`src/rtl/adc_mul_seq.sv`:
```
`default_nettype none
// ---------------------------------------------------------------------------
// adc_mul_seq : unsigned WIDTH x WIDTH -> 2*WIDTH shift-and-add multiply
// sequencer driving an external adder; ZERO_SKIP_EN short-cuts zero operands.
// Revision 1.0
// ---------------------------------------------------------------------------
module adc_mul_seq #(
    parameter int WIDTH = 32,
    parameter int CNT_W = 6
) (
    input  logic                 clk,
    input  logic                 rst_n,
    input  logic                 start,
    input  logic [WIDTH-1:0]     a,
    input  logic [WIDTH-1:0]     b,
    output logic                 busy,
    output logic                 done,
    output logic [2*WIDTH-1:0]   product,
    output logic [WIDTH-1:0]     add_a,
    output logic [WIDTH-1:0]     add_b,
    output logic                 add_c0,
    input  logic [WIDTH-1:0]     add_s,
    input  logic                 add_co
);

    typedef enum logic [1:0] {
        S_IDLE = 2'd0,
        S_RUN  = 2'd1,
        S_DONE = 2'd2
    } state_t;

    state_t               state_q;
    logic [WIDTH-1:0]     m_q;
    logic [WIDTH-1:0]     hi_q;
    logic [WIDTH-1:0]     q_q;
    logic [CNT_W-1:0]     cnt_q;
    logic                 busy_q;
    logic                 done_q;
    logic [2*WIDTH-1:0]   product_q;
    logic [WIDTH-1:0]     hi_d;
    logic [WIDTH-1:0]     q_d;

    // Adder is only driven while iterating; idle/done keep it quiet.
    assign add_a  = (state_q == S_RUN) ? hi_q : '0;
    assign add_b  = (state_q == S_RUN && q_q[0]) ? m_q : '0;
    assign add_c0 = 1'b0;

    // 65-bit right shift of {carry, sum, Q}: carry-out lands in HI's MSB.
    assign hi_d = {add_co, add_s[WIDTH-1:1]};
    assign q_d  = {add_s[0], q_q[WIDTH-1:1]};

    always_ff @(posedge clk) begin
        if (!rst_n) begin
            state_q   <= S_IDLE;
            m_q       <= '0;
            hi_q      <= '0;
            q_q       <= '0;
            cnt_q     <= '0;
            busy_q    <= 1'b0;
            done_q    <= 1'b0;
            product_q <= '0;
        end else begin
            case (state_q)
                S_IDLE: begin
                    busy_q <= 1'b0;
                    done_q <= 1'b0;
                    if (start) begin
                        m_q    <= a;
                        q_q    <= b;
                        hi_q   <= '0;
                        cnt_q  <= '0;
                        busy_q <= 1'b1;
`ifdef ZERO_SKIP_EN
                        if (a == '0 || b == '0) begin
                            state_q   <= S_DONE;
                            done_q    <= 1'b1;
                            product_q <= '0;
                        end else
`endif
                        state_q <= S_RUN;
                    end
                end
                S_RUN: begin
                    hi_q  <= hi_d;
                    q_q   <= q_d;
                    cnt_q <= cnt_q + CNT_W'(1);
                    if (cnt_q == CNT_W'(WIDTH - 1)) begin
                        state_q   <= S_DONE;
                        done_q    <= 1'b1;
                        product_q <= {hi_d, q_d};
                    end
                end
                S_DONE: begin
                    state_q <= S_IDLE;
                    busy_q  <= 1'b0;
                    done_q  <= 1'b0;
                end
                default: begin
                    state_q <= S_IDLE;
                    busy_q  <= 1'b0;
                    done_q  <= 1'b0;
                end
            endcase
        end
    end

    assign busy    = busy_q;
    assign done    = done_q;
    assign product = product_q;

endmodule
`default_nettype wire
```
`config.mk`:
```
export PLATFORM = sky130hd
export DESIGN_NAME = adc_mul_seq
export DESIGN_NICKNAME = d
export VERILOG_FILES = /design/src/rtl/adc_mul_seq.sv
export SDC_FILE = /design/constraint.sdc
export NUM_CORES = 1
export LEC_CHECK = 0
export ABC_AREA = 1
export BUFFER_PORTS_ARGS = -buffer_cell sky130_fd_sc_hd__buf_4
export CAP_MARGIN = 30
export CORE_MARGIN = 3
export CORE_UTILIZATION = 55
export DETAILED_ROUTE_END_ITERATION = 7
export MAX_ROUTING_LAYER = met4
export PLACE_DENSITY = 0.89
export SYNTH_ARGS = -nofsm -noshare
export SYNTH_HDL_FRONTEND = slang
export SYNTH_SLANG_ARGS = --single-unit
```
`constraint.sdc`:
```
create_clock -name clk -period 2.6 [get_ports clk]
set_clock_uncertainty 0.05 [all_clocks]
set_input_delay 0.13 -clock clk [delete_from_list [all_inputs] [get_ports clk]]
set_output_delay 0.13 -clock clk [all_outputs]
set_load 0.02 [all_outputs]
```
; ---- After elaboration in Yosys (flattened, before gate mapping)
; Index checks and enable logic that the tools add are counted.
[word_totals]
out_inout_bits = 131
ff_bits = 170
elab_cells = 34
[op_classes]
n_mux = 13
eq_ne = 4
n_addsub = 1
reduce_logical = 8
[op_table]
columns = operator, n
row1 = 2-to-1 mux 32 bit, 4
row2 = case mux 32 bit (2 select lines), 2
row3 = case mux 6 bit (2 select lines), 1
row4 = AND reduction 2 bit, 5
row5 = "adder 6 x 1 -> 6 bit, second input constant", 1
row6 = "== test 6 x 5 -> 1 bit, second input constant", 1
row7 = 2-to-1 mux 6 bit, 1
row8 = 2-to-1 mux 2 bit, 2
row9 = case mux 2 bit (2 select lines), 1
row10 = "== test 2 x 1 -> 1 bit, second input constant", 1
row11 = zero test 2 bit, 1
row12 = "inequality test 2 x 1 -> 1 bit, second input constant", 1
row13 = "inequality test 2 bit, second input constant", 1
row14 = case mux 1 bit (2 select lines), 1
row15 = nonzero test 2 bit, 1
row16 = logical AND 1 bit, 1
row17 = 2-to-1 mux 1 bit, 1

; ---- Longest topological paths before layout
; Gate-level depths: netlist of the first run.
[logic_depth]
depth_word = 3
mapped_depth = 9
ltp_nobuf = 7

; ---- Worst setup path before layout of the first run
; Ideal clock, no wire load.
[synth_timing]
kind = register to output
start = reg state_q[0]
end = out add_b[10]
n_path_buf = 2
arrival_ps = 1316
slack_ps = 1104
path_stages_with_launch = 7
path_cell_list = dfxtp_1 -> inv_2 -> nor2_2 -> buf_2 -> nand2_1 -> clkbuf_1 -> nor2_1
[synth_via]
elab_chain_cells = 3
[synth_lines]
columns = item, line_no
row1 = "start, declared", 32  ; state_t state_q;
row2 = "start signal, assigned", 54  ; state_q <= S_IDLE;
row3 = "start signal, assigned", 80  ; state_q <= S_RUN;
row4 = "start signal, assigned", 88  ; state_q <= S_DONE;
row5 = == test 2 x 1 -> 1 bit, 45  ; assign add_b = (state_q == S_RUN && q_q[0]) ? m_q : '0;
row6 = logical AND 1 bit, 45
row7 = 2-to-1 mux 32 bit, 45
row8 = "end, declared", 20  ; output logic [WIDTH-1:0] add_b,
; Every way passes these cells.

; ---- Worst setup path after layout of the first run
[layout_timing]
start = reg state_q[0]
end = out add_b[22]
; The elaborated chain is that of the path after synthesis.

==> results of run 1 <==
## cell families after synthesis
kind of cell,Yosys count
buffers and inverters,239
other,1
flip-flops,170
adder cells (fa/ha/maj),1
AND/OR/NAND/NOR,552
AO/OA/AOI/OAI,106
## path summary, 6_finish.rpt
| check | cells after the start | to | startpoint | slack [ns] |
|---|---|---|---|---|
| worst max-delay path | 6 | add_b[22] | state_q[0] | 0.52 |
| worst min-delay path | 3 | m_q[1] | a[1] | 0.01 |
| worst max register to register | 8 | product[51] | cnt_q[0] | 0.67 |
| worst min register to register | 2 | done | done | 0.41 |
## layout make-up
type                            count  area [µm²]  share of cell area, %
Inverter                          167       626.9                  6.068
Tap cell                          172       215.2                  2.083
Clock inverter                      3       15.01                 0.1453
Clock buffer                       27       493.0                  4.772
Multi-Input combinational cell    660        2955                  28.61
Antenna cell                        1       2.502                0.02422
Sequential cell                   170        3403                  32.94
Timing Repair Buffer              322        2620                  25.36
## layer usage
metal  global-route usage, %  wire length, µm
met5                       -                0
met4                   15.41              927
met3                   7.226             1940
met2                   50.57            10860
met1                   34.68             8862
## per-stage QoR
| step | total power [mW] | utilization [%] | cell area (µm²) |
|---|---|---|---|
| finish | 5.648 | 80.56 | 10330 |
| CTS | 5.650 | 80.54 | 10330 |
| global placement | 3.332 | 70.64 | 9060 |
| global route | 5.852 | 80.54 | 10330 |
| floorplan | 3.109 | - | 7303 |
| detailed placement | 3.346 | 70.64 | 9060 |
## flip-flops by register name, indices dropped and copies added (netlist names)
signal / cells
busy: 1
cnt_q: 6
done: 1
hi_q: 32
m_q: 32
product: 64
q_q: 32
state_q: 2
## power by group through the flow
stage               Sequential [mW]  Clock, mW  Combinational [mW]
global route                   2.76       2.38               0.713
detailed placement             2.81          0               0.540
finish                         2.75       2.24               0.658
global placement               2.80          0               0.529
floorplan                      2.79          0               0.315
CTS                            2.75       2.26               0.638
## worst register-to-register path: cells and delay by family, from the launching register on
| family | cells | cell delay (ns) |
|---|---|---|
| buf+inv | 1 | 0.61 |
| simple gates | 6 | 0.60 |
| flops | 1 | 0.33 |
| fa+ha+maj | 1 | 0.21 |
## timing repair
| action | 4_1_cts | 5_1_grt |
|---|---|---|
| hold buffers | 76 | 0 |
| endpoints found under the hold margin | 109 | 0 |
| setup buffers | 0 | 0 |
## placed cells by master, fill, tap and decap left out, drive strengths merged
cell type / instances
nor2: 211
clkinv: 3
and2: 28
o21ai: 36
nand3: 60
inv: 167
nand4: 27
clkbuf: 27
dlygate4sd3: 76
dfxtp: 170
a22oi: 33
buf: 246
a21oi: 36
nand2: 226
ha: 1
o21a: 1
conb: 1
diode: 1
==> summary.md, run 1 <==
| Metric | Value |
|---|---|
| Synth unique cells | 21 |
| Worst IR Drop VDD | 0.4212 mV |
| Crit share post-route | 79.84% |
| Vias in the first global route | approximately 7300 |
| Die Wd | approximately 120 µm |
| GRT overflow | 0 |
| Core box area | about 13000 µm² |
| Starting DRT DRC Count | 630 |
| Final Non-Filler Cells | 1522 |
| Compound-gate portion of the synthesized area | approximately 8.4% |
| IO Pins | roughly 230 |
| TritonCTS clock tree | built |
| Post-synth top flop | dfxtp_1 |
| Max incr delay on CP | between 0.4 and 0.5 ns |
| Top cells by count, synth | nand2_1 (226), nor2_1 (210), dfxtp_1 (170) |
| Synth Area in Adders | 0.1713% |
| Critical Path Source Type | flop |
| Worst setup EP type | primary output |
| Hold Vio Cnt, Final | 0 |
| # nets final | approximately 1400 |
| Post-synthesis area per instance | between 6 and 7 µm² |
| Mapped Nets | 1170 |
| Max cap viols | 0 |
| Post-synthesis sequential area ratio | 46.60% |
| Placement Setup Slack | between 0.7 and 0.8 ns |
| Rel. slew slack | ~47% |
| Mapped Cells | 1069 |
| Int Power | 4.291 mW |
| Total power per unit cell area | 546.7 nW/µm² |
| Std cell rows | 41 |
| RSZ-0062 raised after global routing | false |
| Worst-Margin Slew | about 0.79 ns |
| Status | complete, no violations |
| Top post-synthesis cells by area | dfxtp_1 (47%), nand2_1 (12%), nor2_1 (11%) |
| Main combinational cell family by area after synthesis | simple AND/OR/NAND/NOR gates |
| Clock network fraction of total power | about two fifths |
| Most frequent cell after synthesis | nand2_1 |
| Num CTS Buffers | 17 |
| Largest net degree at the start of global routing | between 70 and 80 |
| Layout cell share with drive strength beyond 1 | 20.53% |
| Fill cells | about 840 |
| Routed Antenna Nets | 0 |
| Gp weighted congestion | 0.8563 |
| Detailed placement HPWL | roughly 13000 µm |
| Comb power frac | a little under an eighth |
| Dpl cells | ~1400 |
| Clock insertion delay at the later pin of the skew report | 0.42 ns |
| Switching share of total power | between 20% and 30% |
| H-tree levels | 4 |
| Die extent in y | 121.2 µm |
| Clock Tree Buf Depth | 2 |
| Worst EP arrival | 1.90 ns |
| Dominant cell type by area after synthesis | dfxtp_1 |
| Number of synthesized flops with an enable pin | 0 |
| TritonCTS Sinks | 170 |
| Overall routed net length | between 20000 and 25000 µm |
| Static leakage | ~5 nW |
| Delay-heaviest family, CP | simple AND/OR/NAND/NOR gates |
| Initial antenna violation count | 0 |
| Worst path cell trace | inv_2 -> nor2_4 -> nand2_1 -> buf_4 -> nor2_1 -> buf_4 |
| Simple-gate portion of the synthesized area | between 30 and 40% |
| Synthesized area | 7303 µm² |
| Cts repair resizes | 0 |
| Final setup margin | roughly 0.52 ns |
| First-pass GRT wire length | ~35000 µm |
| Mux contribution to synthesized area | 0% |
| Hold slack | 0.009653 ns |
| Routed len/inst | roughly 15 µm |
| Sequential share of power | between 40% and 50% |
| XOR/XNOR Fraction of Synth Area | 0% |
| Net switching power | between 1 and 1.5 mW |
| Crit-path most repeated cell | buf_4 |
| FFs w/ async S/R, synth | 0% |
| Vias | ~7800 |
| Die area | ~15000 µm² |
| Max Fanout on Critical Path | 32 |
| CP required | 2.42 ns |
| Min-Delay Path Class | in -> reg |
| Setup violations, final | 0 |
| PortBufs | ~230 |
| Setup CP Type | reg -> out |
| Root cell of the clock tree | clkbuf_16 |
| Worst-path clk slew | 0.06 ns |
| Min Tclk post-route | roughly 2.1 ns |
| First-pass DRT Iterations | 5 |
| YS warnings | 0 |
| Global-route total usage across every layer | 30.55% |
| Initial Util | a little under three fifths |
| Max-slew violation count | 0 |
| Setup TNS | 0 ns |
| Share of the synthesized area in the top cell type | between 40% and 50% |
| Max Clk Rate | between 400 and 500 MHz |
| Vias/cell | 5.146 |
| Slowest CP cell | dfxtp_1 |
| # DRC | 0 |
| Area Growth Syn to Fin | 41.46% |
| Synthesized flop and latch total | 170 |
| Worst path bufs/invs | 3 |
Note: power is estimated with default switching activity, not from simulation.
==> inputs of run 2 (changes only) <==
Settings changed: CORE_UTILIZATION 55 to 51, PLACE_DENSITY 0.89 to 0.84.
Clock period 2.6 ns to 1.95 ns, I/O delays scaled along.
==> summary.md, run 2 (synthesis gave the netlist of run 1 again) <==
| Metric | Value |
|---|---|
| Status | complete, no violations (unchanged) |
| Most frequent cells in the layout | buf_4 (242), nand2_1 (225), nor2_1 (206) (was buf_4 (245), nand2_1 (225), nor2_1 (208)) |
| Setup violations, final | 0 (unchanged) |
| Crit share post-route | 94.31% |
| Global-route total usage across every layer | 28.68% (was 30.55%) |
| Hold slack | 0.03421 ns (was 0.009653 ns) |
| Min-Delay Path Class | in -> reg (unchanged) |
| Setup CP Type | reg -> out (unchanged) |
| Vias | 7753 (was 7832) |
| Max incr delay on CP | 0.39 ns (was 0.44 ns) |
| Initial antenna violation count | 1 (was 0) |
| First-pass DRT Iterations | 5 (unchanged) |
| Rel. slew slack | 61.44% (was 47.13%) |
| Vias/cell | 4.995 (was 5.146) |
| Max cap viols | 0 (unchanged) |
| PortBufs | 229 (unchanged) |
| Starting DRT DRC Count | 468 (was 630) |
| Clock Tree Buf Depth | 2 (unchanged) |
| RSZ-0062 raised after global routing | false (unchanged) |
| CP required | 1.80 ns (was 2.42 ns) |
| Std cell rows | 43 (was 41) |
| Die Wd | 125.7 µm (was 121.2 µm) |
| GRT overflow | 0 (unchanged) |
| Root cell of the clock tree | clkbuf_16 (unchanged) |
| Slowest CP cell | dfxtp_2 (was dfxtp_1) |
| Setup TNS | 0 ns (unchanged) |
| Gp weighted congestion | 0.8665 (was 0.8563) |
| Vias in the first global route | 7563 (was 7267) |
| Core box area | 13930 µm² (was 12820 µm²) |
| Detailed placement HPWL | 12940 µm (was 13220 µm) |
| Overall routed net length | 22100 µm (was 22590 µm) |
| Setup bufs post-CTS | 0 (unchanged) |
| TritonCTS Sinks | 170 (unchanged) |
| TritonCTS clock tree | built (unchanged) |
| # nets final | 1459 (was 1439) |
| FF-to-FF setup slack | 0.30 ns (was 0.67 ns) |
| IO Pins | 231 (unchanged) |
| Hold Vio Cnt, Final | 0 (unchanged) |
| Commonest non-fill, non-tap cell in the layout | buf_4 (unchanged) |
| Max Fanout on Critical Path | 32 (unchanged) |
| Worst IR Drop VDD | 0.6099 mV (was 0.4212 mV) |
| Max reg flops | 64 (unchanged) |
| Static leakage | 5.114 nW (was 4.965 nW) |
| Max-slew violation count | 0 (unchanged) |
| Die extent in y | 125.7 µm (was 121.2 µm) |
| Largest net degree at the start of global routing | 107 (was 77) |
| Critical Path Source Type | flop (unchanged) |
| Total power per unit cell area | 753.0 nW/µm² (was 546.7 nW/µm²) |
| Num CTS Buffers | 17 (unchanged) |
| Area Growth Syn to Fin | 46.70% (was 41.46%) |
| Min Tclk post-route | around 1.8 ns |
| Max Clk Rate | roughly 540 MHz |
| Routed Antenna Nets | 0 (unchanged) |
| Worst setup EP type | primary output (unchanged) |
| Worst EP arrival | 1.69 ns (was 1.90 ns) |
| Routed len/inst | 14.24 µm (was 14.84 µm) |
| # DRC | 0 (unchanged) |
| Clock insertion delay at the later pin of the skew report | 0.42 ns (about the same) |
| Die area | 15790 µm² (was 14700 µm²) |
| Layout cell share with drive strength beyond 1 | 21.15% (was 20.53%) |
| H-tree levels | 4 (unchanged) |
| Worst-path clk slew | 0.06 ns (about the same) |
| Initial Util | 52.41% (was 56.95%) |
| Worst-Margin Slew | 0.5775 ns (was 0.7930 ns) |
| First-pass GRT wire length | 36440 µm (was 35130 µm) |
| Worst path cell trace | inv_2 -> nor2_4 -> nand2_1 -> buf_6 -> nor2_1 -> buf_4 (was inv_2 -> nor2_4 -> nand2_1 -> buf_4 -> nor2_1 -> buf_4) |
run 2: final cells by class:
cell class | instances | area (µm²)
antenna | 1 | 2.502
multi-input combinational | 660 | 2960
fill | 963 | 3221
inverter | 167 | 626.9
clock buffer | 22 | 474.2
clock inverter | 10 | 141.4
sequential | 170 | 3405
tap | 180 | 225.2
timing repair buffer | 342 | 2879
run 2: per-layer routing:
layer | vias to the layer above | GRT usage (%) | wire [µm]
li1 | 3831 | - | -
met1 | 3556 | 33.75 | 8819
met2 | 310 | 48.40 | 11090
met3 | 56 | 5.513 | 1589
met4 | 0 | 11.54 | 601
met5 | - | - | 0
run 2: power by group:
| group | total, mW | switching [mW] | internal, mW |
|---|---|---|---|
| sequential | 3.67 | 0.0688 | 3.60 |
| combinational | 0.921 | 0.473 | 0.448 |
| clock | 3.48 | 1.36 | 2.12 |
run 2: path summary, 6_finish.rpt:
kind                            startpoint          end  cells after the start
worst max-delay path            state_q[0]    add_b[15]                      6
worst min-delay path                  b[1]       q_q[1]                      4
worst max register to register    cnt_q[1]  product[46]                      8
worst min register to register      m_q[1]       m_q[1]                      2
run 2: stage by stage:
step / total power [mW] / area [µm²] / instances / setup WS [ns] / util, %
2_1_floorplan: 4.145 / 7303 / 1069 / 0.4863 / -
3_3_place_gp: 4.464 / 9155 / 1426 / 0.3866 / 65.70
3_5_place_dp: 4.482 / 9155 / 1426 / 0.3560 / 65.70
4_1_cts: 8.098 / 10710 / 1551 / 0.05234 / 76.83
5_1_grt: 8.363 / 10710 / 1552 / 0.01340 / 76.89
6_report: 8.067 / 10710 / 1552 / 0.1110 / 76.89
run 2: what timing repair did:
item | in CTS | in global routing
endpoints found under the setup margin | 3 | 7
hold buffers | 93 | 0
endpoints found under the hold margin | 126 | 0
gates resized for setup | 2 | 2
gates cloned | 0 | 0
run 2: worst max-delay path, delay by kind of cell (launching register included):
| family | cells | cell delay (ns) |
|---|---|---|
| buf+inv | 3 | 0.43 |
| flops | 1 | 0.39 |
| simple gates | 3 | 0.44 |
